### config.mk
export PLATFORM = sky130hd
export DESIGN_NAME = udp_reg_ring_master_flat
export DESIGN_NICKNAME = d
export VERILOG_FILES = /design/src/rtl/udp_reg_ring_master_pkg.sv /design/src/rtl/udp_reg_ring_master_if.sv /design/src/rtl/udp_reg_ring_master_timeout_ctr.sv /design/src/rtl/udp_reg_ring_master.sv /design/src/flat_wrapper.sv
export SDC_FILE = /design/constraint.sdc
export NUM_CORES = 1
export LEC_CHECK = 0
export CAP_MARGIN = 20
export CORE_UTILIZATION = 46
export CTS_BUF_LIST = sky130_fd_sc_hd__clkbuf_8
export DETAILED_ROUTE_END_ITERATION = 10
export DONT_BUFFER_PORTS = 1
export PLACE_DENSITY = 0.65
export SKIP_CTS_REPAIR_TIMING = 1
export SLEW_MARGIN = 40
export SYNTH_ARGS = -nofsm -noshare
export SYNTH_HDL_FRONTEND = slang
export SYNTH_SLANG_ARGS = --single-unit
### constraint.sdc
create_clock -name clk -period 3.6 [get_ports clk]
set_input_delay 0.72 -clock clk [delete_from_list [all_inputs] [get_ports clk]]
set_output_delay 0.72 -clock clk [all_outputs]
set_load 0.005 [all_outputs]
### src/rtl/udp_reg_ring_master_pkg.sv
// rtl/udp_reg_ring_master_pkg.sv - shared UDP register ring widths, constants, error codes and states
// Contents: ring address/data widths, the filler word returned on failed accesses,
//           host error codes and the master FSM state encoding.
package udp_reg_ring_master_pkg;

    localparam int UDP_REG_ADDR_WIDTH  = 23;
    localparam int CPCI_NF2_DATA_WIDTH = 32;

    localparam logic [CPCI_NF2_DATA_WIDTH-1:0] DEAD_BEEF = 32'hDEAD_BEEF;

    localparam logic [1:0] ERR_OK      = 2'b00;
    localparam logic [1:0] ERR_NOACK   = 2'b01;
    localparam logic [1:0] ERR_TIMEOUT = 2'b10;

    typedef enum logic [1:0] {
        ST_IDLE  = 2'd0,
        ST_ISSUE = 2'd1,
        ST_WAIT  = 2'd2,
        ST_RESP  = 2'd3
    } state_e;

endpackage

### src/rtl/udp_reg_ring_master_if.sv
// rtl/udp_reg_ring_master_if.sv - host access port plus ring head/tail bundle for the ring master
// Signals: host_req_valid/ready, host_rd_wr_L, host_addr, host_wr_data (host request);
//          host_resp_valid, host_rd_data, host_err (host response);
//          reg_*_out (ring head, driven by master), reg_*_in (ring tail, seen by master).
// Modports: master = ring master view, slave = host + ring environment view.
interface udp_reg_ring_master_if
    import udp_reg_ring_master_pkg::*;
#(
    parameter int SRC_WIDTH = 2
) ();

    logic                           host_req_valid;
    logic                           host_req_ready;
    logic                           host_rd_wr_L;
    logic [UDP_REG_ADDR_WIDTH-1:0]  host_addr;
    logic [CPCI_NF2_DATA_WIDTH-1:0] host_wr_data;
    logic                           host_resp_valid;
    logic [CPCI_NF2_DATA_WIDTH-1:0] host_rd_data;
    logic [1:0]                     host_err;

    logic                           reg_req_out;
    logic                           reg_ack_out;
    logic                           reg_rd_wr_L_out;
    logic [UDP_REG_ADDR_WIDTH-1:0]  reg_addr_out;
    logic [CPCI_NF2_DATA_WIDTH-1:0] reg_data_out;
    logic [SRC_WIDTH-1:0]           reg_src_out;

    logic                           reg_req_in;
    logic                           reg_ack_in;
    logic                           reg_rd_wr_L_in;
    logic [UDP_REG_ADDR_WIDTH-1:0]  reg_addr_in;
    logic [CPCI_NF2_DATA_WIDTH-1:0] reg_data_in;
    logic [SRC_WIDTH-1:0]           reg_src_in;

    modport master (
        input  host_req_valid, host_rd_wr_L, host_addr, host_wr_data,
        output host_req_ready, host_resp_valid, host_rd_data, host_err,
        output reg_req_out, reg_ack_out, reg_rd_wr_L_out, reg_addr_out, reg_data_out, reg_src_out,
        input  reg_req_in, reg_ack_in, reg_rd_wr_L_in, reg_addr_in, reg_data_in, reg_src_in
    );

    modport slave (
        output host_req_valid, host_rd_wr_L, host_addr, host_wr_data,
        input  host_req_ready, host_resp_valid, host_rd_data, host_err,
        input  reg_req_out, reg_ack_out, reg_rd_wr_L_out, reg_addr_out, reg_data_out, reg_src_out,
        output reg_req_in, reg_ack_in, reg_rd_wr_L_in, reg_addr_in, reg_data_in, reg_src_in
    );

endinterface

### src/rtl/udp_reg_ring_master_timeout_ctr.sv
// rtl/udp_reg_ring_master_timeout_ctr.sv - clear/enable counter that flags a ring return timeout
// Ports: clk, reset_n (async active-low), clear (zero the count), enable (count this cycle),
//        expire (enabled cycle whose increment reaches TIMEOUT_CYCLES-1).
module udp_reg_timeout_ctr #(
    parameter int TIMEOUT_CYCLES = 1023,
    parameter int TIMEOUT_WIDTH  = 10
) (
    input  logic clk,
    input  logic reset_n,
    input  logic clear,
    input  logic enable,
    output logic expire
);

    // Expire is raised on the cycle that would bump the count to TIMEOUT_CYCLES-1, so the
    // owner sees the timeout TIMEOUT_CYCLES cycles after the cycle in which it cleared us.
    localparam logic [TIMEOUT_WIDTH-1:0] EXPIRE_AT = TIMEOUT_WIDTH'(TIMEOUT_CYCLES - 2);

    logic [TIMEOUT_WIDTH-1:0] count;

    always_ff @(posedge clk or negedge reset_n) begin
        if (!reset_n) begin
            count <= '0;
        end else if (clear) begin
            count <= '0;
        end else if (enable) begin
            count <= count + 1'b1;
        end
    end

    assign expire = enable && (count == EXPIRE_AT);

endmodule

### src/rtl/udp_reg_ring_master.sv
// rtl/udp_reg_ring_master.sv - UDP register ring head: issues one host access, waits for its return
// Ports: clk, reset_n (async active-low), bus (udp_reg_ring_master_if.master: host request/response
//        and ring head/tail), stray_count (saturating count of discarded ring returns).
module udp_reg_ring_master
    import udp_reg_ring_master_pkg::*;
#(
    parameter int UDP_REG_SRC_WIDTH = 2,
    parameter int SRC_ID            = 0,
    parameter int TIMEOUT_CYCLES    = 1023,
    parameter int TIMEOUT_WIDTH     = 10
) (
    input  logic                   clk,
    input  logic                   reset_n,
    udp_reg_ring_master_if.master  bus,
    output logic [15:0]            stray_count
);

    localparam logic [UDP_REG_SRC_WIDTH-1:0] SRC_TAG = UDP_REG_SRC_WIDTH'(SRC_ID);

    state_e                        state, next_state;
    logic [UDP_REG_ADDR_WIDTH-1:0] cap_addr;
    logic                          ready_q;
    logic                          match;
    logic                          expire;
    logic                          stray;

    // A return is ours only if it carries our tag and the address we sent out.
    assign match = bus.reg_req_in && (bus.reg_src_in == SRC_TAG) && (bus.reg_addr_in == cap_addr);
    assign stray = bus.reg_req_in && !((state == ST_WAIT) && match);

    // Ready is registered so it reads 0 while reset is held and rises one cycle after release.
    assign bus.host_req_ready = ready_q;

    udp_reg_timeout_ctr #(
        .TIMEOUT_CYCLES (TIMEOUT_CYCLES),
        .TIMEOUT_WIDTH  (TIMEOUT_WIDTH)
    ) u_timeout (
        .clk     (clk),
        .reset_n (reset_n),
        .clear   (state == ST_ISSUE),
        .enable  (state == ST_WAIT),
        .expire  (expire)
    );

    always_ff @(posedge clk or negedge reset_n) begin
        if (!reset_n) begin
            state <= ST_IDLE;
        end else begin
            state <= next_state;
        end
    end

    always_comb begin
        next_state = state;
        case (state)
            ST_IDLE:  if (ready_q && bus.host_req_valid) next_state = ST_ISSUE;
            ST_ISSUE: next_state = ST_WAIT;
            ST_WAIT:  if (match || expire) next_state = ST_RESP;
            ST_RESP:  next_state = ST_IDLE;
            default:  next_state = ST_IDLE;
        endcase
    end

    always_ff @(posedge clk or negedge reset_n) begin
        if (!reset_n) begin
            ready_q             <= 1'b0;
            cap_addr            <= '0;
            bus.reg_req_out     <= 1'b0;
            bus.reg_ack_out     <= 1'b0;
            bus.reg_rd_wr_L_out <= 1'b0;
            bus.reg_addr_out    <= '0;
            bus.reg_data_out    <= '0;
            bus.reg_src_out     <= '0;
            bus.host_resp_valid <= 1'b0;
            bus.host_rd_data    <= '0;
            bus.host_err        <= ERR_OK;
            stray_count         <= '0;
        end else begin
            ready_q             <= (next_state == ST_IDLE);
            bus.host_resp_valid <= (state == ST_WAIT) && (next_state == ST_RESP);

            // Ring head is registered and idles at zero; loading it on acceptance puts the
            // request on the ring for exactly the ISSUE cycle.
            bus.reg_req_out     <= 1'b0;
            bus.reg_ack_out     <= 1'b0;
            bus.reg_rd_wr_L_out <= 1'b0;
            bus.reg_addr_out    <= '0;
            bus.reg_data_out    <= '0;
            bus.reg_src_out     <= '0;
            if ((state == ST_IDLE) && (next_state == ST_ISSUE)) begin
                cap_addr            <= bus.host_addr;
                bus.reg_req_out     <= 1'b1;
                bus.reg_rd_wr_L_out <= bus.host_rd_wr_L;
                bus.reg_addr_out    <= bus.host_addr;
                bus.reg_data_out    <= bus.host_rd_wr_L ? '0 : bus.host_wr_data;
                bus.reg_src_out     <= SRC_TAG;
            end

            // A match on the same cycle as expiry completes normally.
            if ((state == ST_WAIT) && match) begin
                bus.host_rd_data <= bus.reg_ack_in ? bus.reg_data_in : DEAD_BEEF;
                bus.host_err     <= bus.reg_ack_in ? ERR_OK : ERR_NOACK;
            end else if ((state == ST_WAIT) && expire) begin
                bus.host_rd_data <= DEAD_BEEF;
                bus.host_err     <= ERR_TIMEOUT;
            end

            if (stray && (stray_count != 16'hFFFF)) begin
                stray_count <= stray_count + 16'd1;
            end
        end
    end

endmodule
### src/flat_wrapper.sv
// flat-port wrapper written by rule: the top's interface ports become plain ports
module udp_reg_ring_master_flat import udp_reg_ring_master_pkg::*;
#(
    parameter int UDP_REG_SRC_WIDTH = 2,
    parameter int SRC_ID            = 0,
    parameter int TIMEOUT_CYCLES    = 1023,
    parameter int TIMEOUT_WIDTH     = 10
)
  (clk, reset_n, stray_count, bus_host_req_valid, bus_host_rd_wr_L, bus_host_addr, bus_host_wr_data, bus_host_req_ready, bus_host_resp_valid, bus_host_rd_data, bus_host_err, bus_reg_req_out, bus_reg_ack_out, bus_reg_rd_wr_L_out, bus_reg_addr_out, bus_reg_data_out, bus_reg_src_out, bus_reg_req_in, bus_reg_ack_in, bus_reg_rd_wr_L_in, bus_reg_addr_in, bus_reg_data_in, bus_reg_src_in);
  udp_reg_ring_master_if bus_i ();
  input  logic clk;
  input  logic reset_n;
  output logic [15:0] stray_count;
  input wire logic [$bits(bus_i.host_req_valid)-1:0] bus_host_req_valid;
  input wire logic [$bits(bus_i.host_rd_wr_L)-1:0] bus_host_rd_wr_L;
  input wire logic [$bits(bus_i.host_addr)-1:0] bus_host_addr;
  input wire logic [$bits(bus_i.host_wr_data)-1:0] bus_host_wr_data;
  output wire logic [$bits(bus_i.host_req_ready)-1:0] bus_host_req_ready;
  output wire logic [$bits(bus_i.host_resp_valid)-1:0] bus_host_resp_valid;
  output wire logic [$bits(bus_i.host_rd_data)-1:0] bus_host_rd_data;
  output wire logic [$bits(bus_i.host_err)-1:0] bus_host_err;
  output wire logic [$bits(bus_i.reg_req_out)-1:0] bus_reg_req_out;
  output wire logic [$bits(bus_i.reg_ack_out)-1:0] bus_reg_ack_out;
  output wire logic [$bits(bus_i.reg_rd_wr_L_out)-1:0] bus_reg_rd_wr_L_out;
  output wire logic [$bits(bus_i.reg_addr_out)-1:0] bus_reg_addr_out;
  output wire logic [$bits(bus_i.reg_data_out)-1:0] bus_reg_data_out;
  output wire logic [$bits(bus_i.reg_src_out)-1:0] bus_reg_src_out;
  input wire logic [$bits(bus_i.reg_req_in)-1:0] bus_reg_req_in;
  input wire logic [$bits(bus_i.reg_ack_in)-1:0] bus_reg_ack_in;
  input wire logic [$bits(bus_i.reg_rd_wr_L_in)-1:0] bus_reg_rd_wr_L_in;
  input wire logic [$bits(bus_i.reg_addr_in)-1:0] bus_reg_addr_in;
  input wire logic [$bits(bus_i.reg_data_in)-1:0] bus_reg_data_in;
  input wire logic [$bits(bus_i.reg_src_in)-1:0] bus_reg_src_in;
  assign bus_i.host_req_valid = bus_host_req_valid;
  assign bus_i.host_rd_wr_L = bus_host_rd_wr_L;
  assign bus_i.host_addr = bus_host_addr;
  assign bus_i.host_wr_data = bus_host_wr_data;
  assign bus_host_req_ready = bus_i.host_req_ready;
  assign bus_host_resp_valid = bus_i.host_resp_valid;
  assign bus_host_rd_data = bus_i.host_rd_data;
  assign bus_host_err = bus_i.host_err;
  assign bus_reg_req_out = bus_i.reg_req_out;
  assign bus_reg_ack_out = bus_i.reg_ack_out;
  assign bus_reg_rd_wr_L_out = bus_i.reg_rd_wr_L_out;
  assign bus_reg_addr_out = bus_i.reg_addr_out;
  assign bus_reg_data_out = bus_i.reg_data_out;
  assign bus_reg_src_out = bus_i.reg_src_out;
  assign bus_i.reg_req_in = bus_reg_req_in;
  assign bus_i.reg_ack_in = bus_reg_ack_in;
  assign bus_i.reg_rd_wr_L_in = bus_reg_rd_wr_L_in;
  assign bus_i.reg_addr_in = bus_reg_addr_in;
  assign bus_i.reg_data_in = bus_reg_data_in;
  assign bus_i.reg_src_in = bus_reg_src_in;
  udp_reg_ring_master #(.UDP_REG_SRC_WIDTH(UDP_REG_SRC_WIDTH), .SRC_ID(SRC_ID), .TIMEOUT_CYCLES(TIMEOUT_CYCLES), .TIMEOUT_WIDTH(TIMEOUT_WIDTH)) u_core (.clk(clk), .reset_n(reset_n), .bus(bus_i), .stray_count(stray_count));
endmodule
==> metrics <==
Total GRT Usage=17.5%; post-layout min period=2.76 ns; CTS root buf=clkbuf_8; status=finished, violations left; starting density of the core=47.1%; Area Overhead vs Synth=8.26%; Fmax=0.362 GHz; number of CTS-inserted buffers=17; layout cells sized above 1=14.7%; core area=12600 um2; Tightest Pin Transition=0.621 ns; Syn Inst Count=482; clk slew on worst S/H paths=0.08 ns; CTS tree=built; post-DP HPWL=8.11 mm; I/O pin count=231; Worst EP arrival=3.08 ns; Synth area leader=dfrtp_1; Post-synth top flop=dfrtp_1; Cell Pwr Density=698 nW/um2; Post-synth top cells=dfrtp_1, and2_1, nand2_1; fin cells=668; worst-path fanout max=13; Die X=115 um; final WL=11.5 mm; final hold violations=135; Worst setup EP type=flip-flop; Distinct cells, synth=38; Worst-Skew Late Latency=0.44 ns; min-delay worst type=primary input to async pin; sequential area share after synthesis=60.9%; top-count cell post-synth=dfrtp_1; Yosys reg bits=144; Final Max Slew Viols=0; port bufs=0; Die Area=13300 um2; ANT cells=0; final core utilization=51.0%; largest net degree at the start of global routing=145; Layout fillers=1126; clock sinks=144; total negative setup slack=0 ns; initial DRC count=176; number of global-route vias before repair=3378; Bufs on Longest Clock Path=2; Worst EP required=3.91 ns; design area=6410 um2; Leakage=0.00307 uW; # placed instances=636; Post-DRT Antenna Nets=0; asr flop ratio synth=100%; EDFF count, synth=0; routed vias/inst=5.21; Die Span Y=115 um; Post-Syn Area per Cell=12.3 um2; Startpoint Class=flip-flop; placed inst area=6040 um2; largest cells by area after synthesis=dfrtp_1, and2_1, mux2_2, xnor2_1, o21a_1; 1st-pass router iterations=4; row count=41; # H-tree levels=4; per-cell routed wire length=17.2 um; Remaining DRCs=0; initial antenna violation count=0; WHS=-0.0341 ns; VDD IR max=0.394 mV; Final setup viols=0; Setup CP Type=flip-flop to flip-flop; fin nets=608; RD Place Congestion=0.793; Synth top area share=60.9%; Mapped Area=5920 um2; MaxCap Viol Count=0; Rel. slew slack=58.6%; failing checks=hold timing; Multi-input gate area=2160 um2; fin crit share=76.8%; RSZ-0062 raised after global routing=no; routed vias=3478; Reg area=3600 um2; first-pass GRT wire length=17.3 mm; clock skew=0.00846 ns; Synth warnings=0; grt total ovfl=0
[logic make-up (layout without fill, tap and decap cells)]
group | count (synthesis) | after routing | synth area share, %
AO/OA/AOI/OAI | 41 | 41 | 4.67
buffers and inverters | 30 | 42 | 2.96
XOR/XNOR | 43 | 43 | 6.36
multiplexers | 25 | 25 | 4.82
other | 1 | 3 | 0.0633
AND/OR/NAND/NOR | 192 | 192 | 19.0
adder cells (fa/ha/maj) | 6 | 6 | 1.27
flip-flops | 144 | 144 | 60.9
[registers in the layout, indices dropped and copies added (netlist names)]
signal,flops
u_core.bus.host_err,2
u_core.bus.host_rd_data,32
u_core.bus.host_req_ready,1
u_core.bus.host_resp_valid,1
u_core.bus.reg_addr_out,23
u_core.bus.reg_data_out,32
u_core.bus.reg_rd_wr_L_out,1
u_core.bus.reg_req_out,1
u_core.cap_addr,23
u_core.state,2
u_core.stray_count,16
u_core.u_timeout.count,10
[worst max-delay path, cell delays in order, from the launching register on]
cell and delay [ns]:
dfrtp_1 0.41, inv_1 0.09, ha_1 0.25, and4bb_1 0.27
nand4_1 0.12, nor4_2 0.35, and2_1 0.58, buf_4 0.30
nor4_1 0.08, xor2_1 0.17
[layout make-up]
type,count,share of cell area (%)
Clock inverter,13,1.76
Inverter,6,0.351
Clock buffer,19,4.08
Tap cell,172,3.36
Multi-Input combinational cell,310,33.8
Sequential cell,144,56.2
Timing Repair Buffer,4,0.468
[path summary, 6_finish.rpt]
check,startpoint,endpoint,slack [ns],cells past startpoint
max in group asynchronous,reset_n,u_core.bus.reg_data_out[22],3.46,0
min in group clk,bus_reg_ack_in,u_core.bus.host_err[0],0.39,1
worst min-delay path,reset_n,u_core.bus.reg_addr_out[22],-0.03,0
worst max-delay path,u_core.state[0],u_core.stray_count[15],0.84,9
worst min register to register,u_core.bus.host_rd_data[14],u_core.bus.host_rd_data[14],0.50,2
worst max register to register,u_core.state[0],u_core.stray_count[15],0.84,9
[where the power goes]
group | switching, uW | internal, uW
clock | 606 | 580
combinational | 499 | 516
sequential | 288 | 1980
[metrics by stage]
stage	power, uW	setup WS (ns)
after floorplan	3080	1.54
final	4470	0.835
after global routing	4760	0.632
after CTS	4530	0.825
after global placement	3270	0.821
after detailed placement	3330	0.821
[placed cells by master, fill, tap and decap left out, types with 5 or more instances in the layout]
master / n
nor4_1: 5
o21a_1: 24
clkinvlp_4: 6
dfrtp_1: 144
nor2_1: 12
nand2_1: 34
nand3_1: 16
nand4_1: 14
a21oi_1: 7
xor2_1: 20
mux2_2: 24
and3_1: 5
and2_1: 57
clkbuf_8: 19
inv_1: 6
xnor2_1: 23
ha_1: 6
nand2b_1: 24
nor4_2: 7
nor3_1: 5
[metal layers]
metal | global-route usage, % | wire length [um]
met1 | 21.1 | 4660
met4 | 9.18 | 252
met2 | 26.2 | 5440
met5 | 0 | 0
met3 | 8.26 | 1110
(Power assumes the default switching activity.)
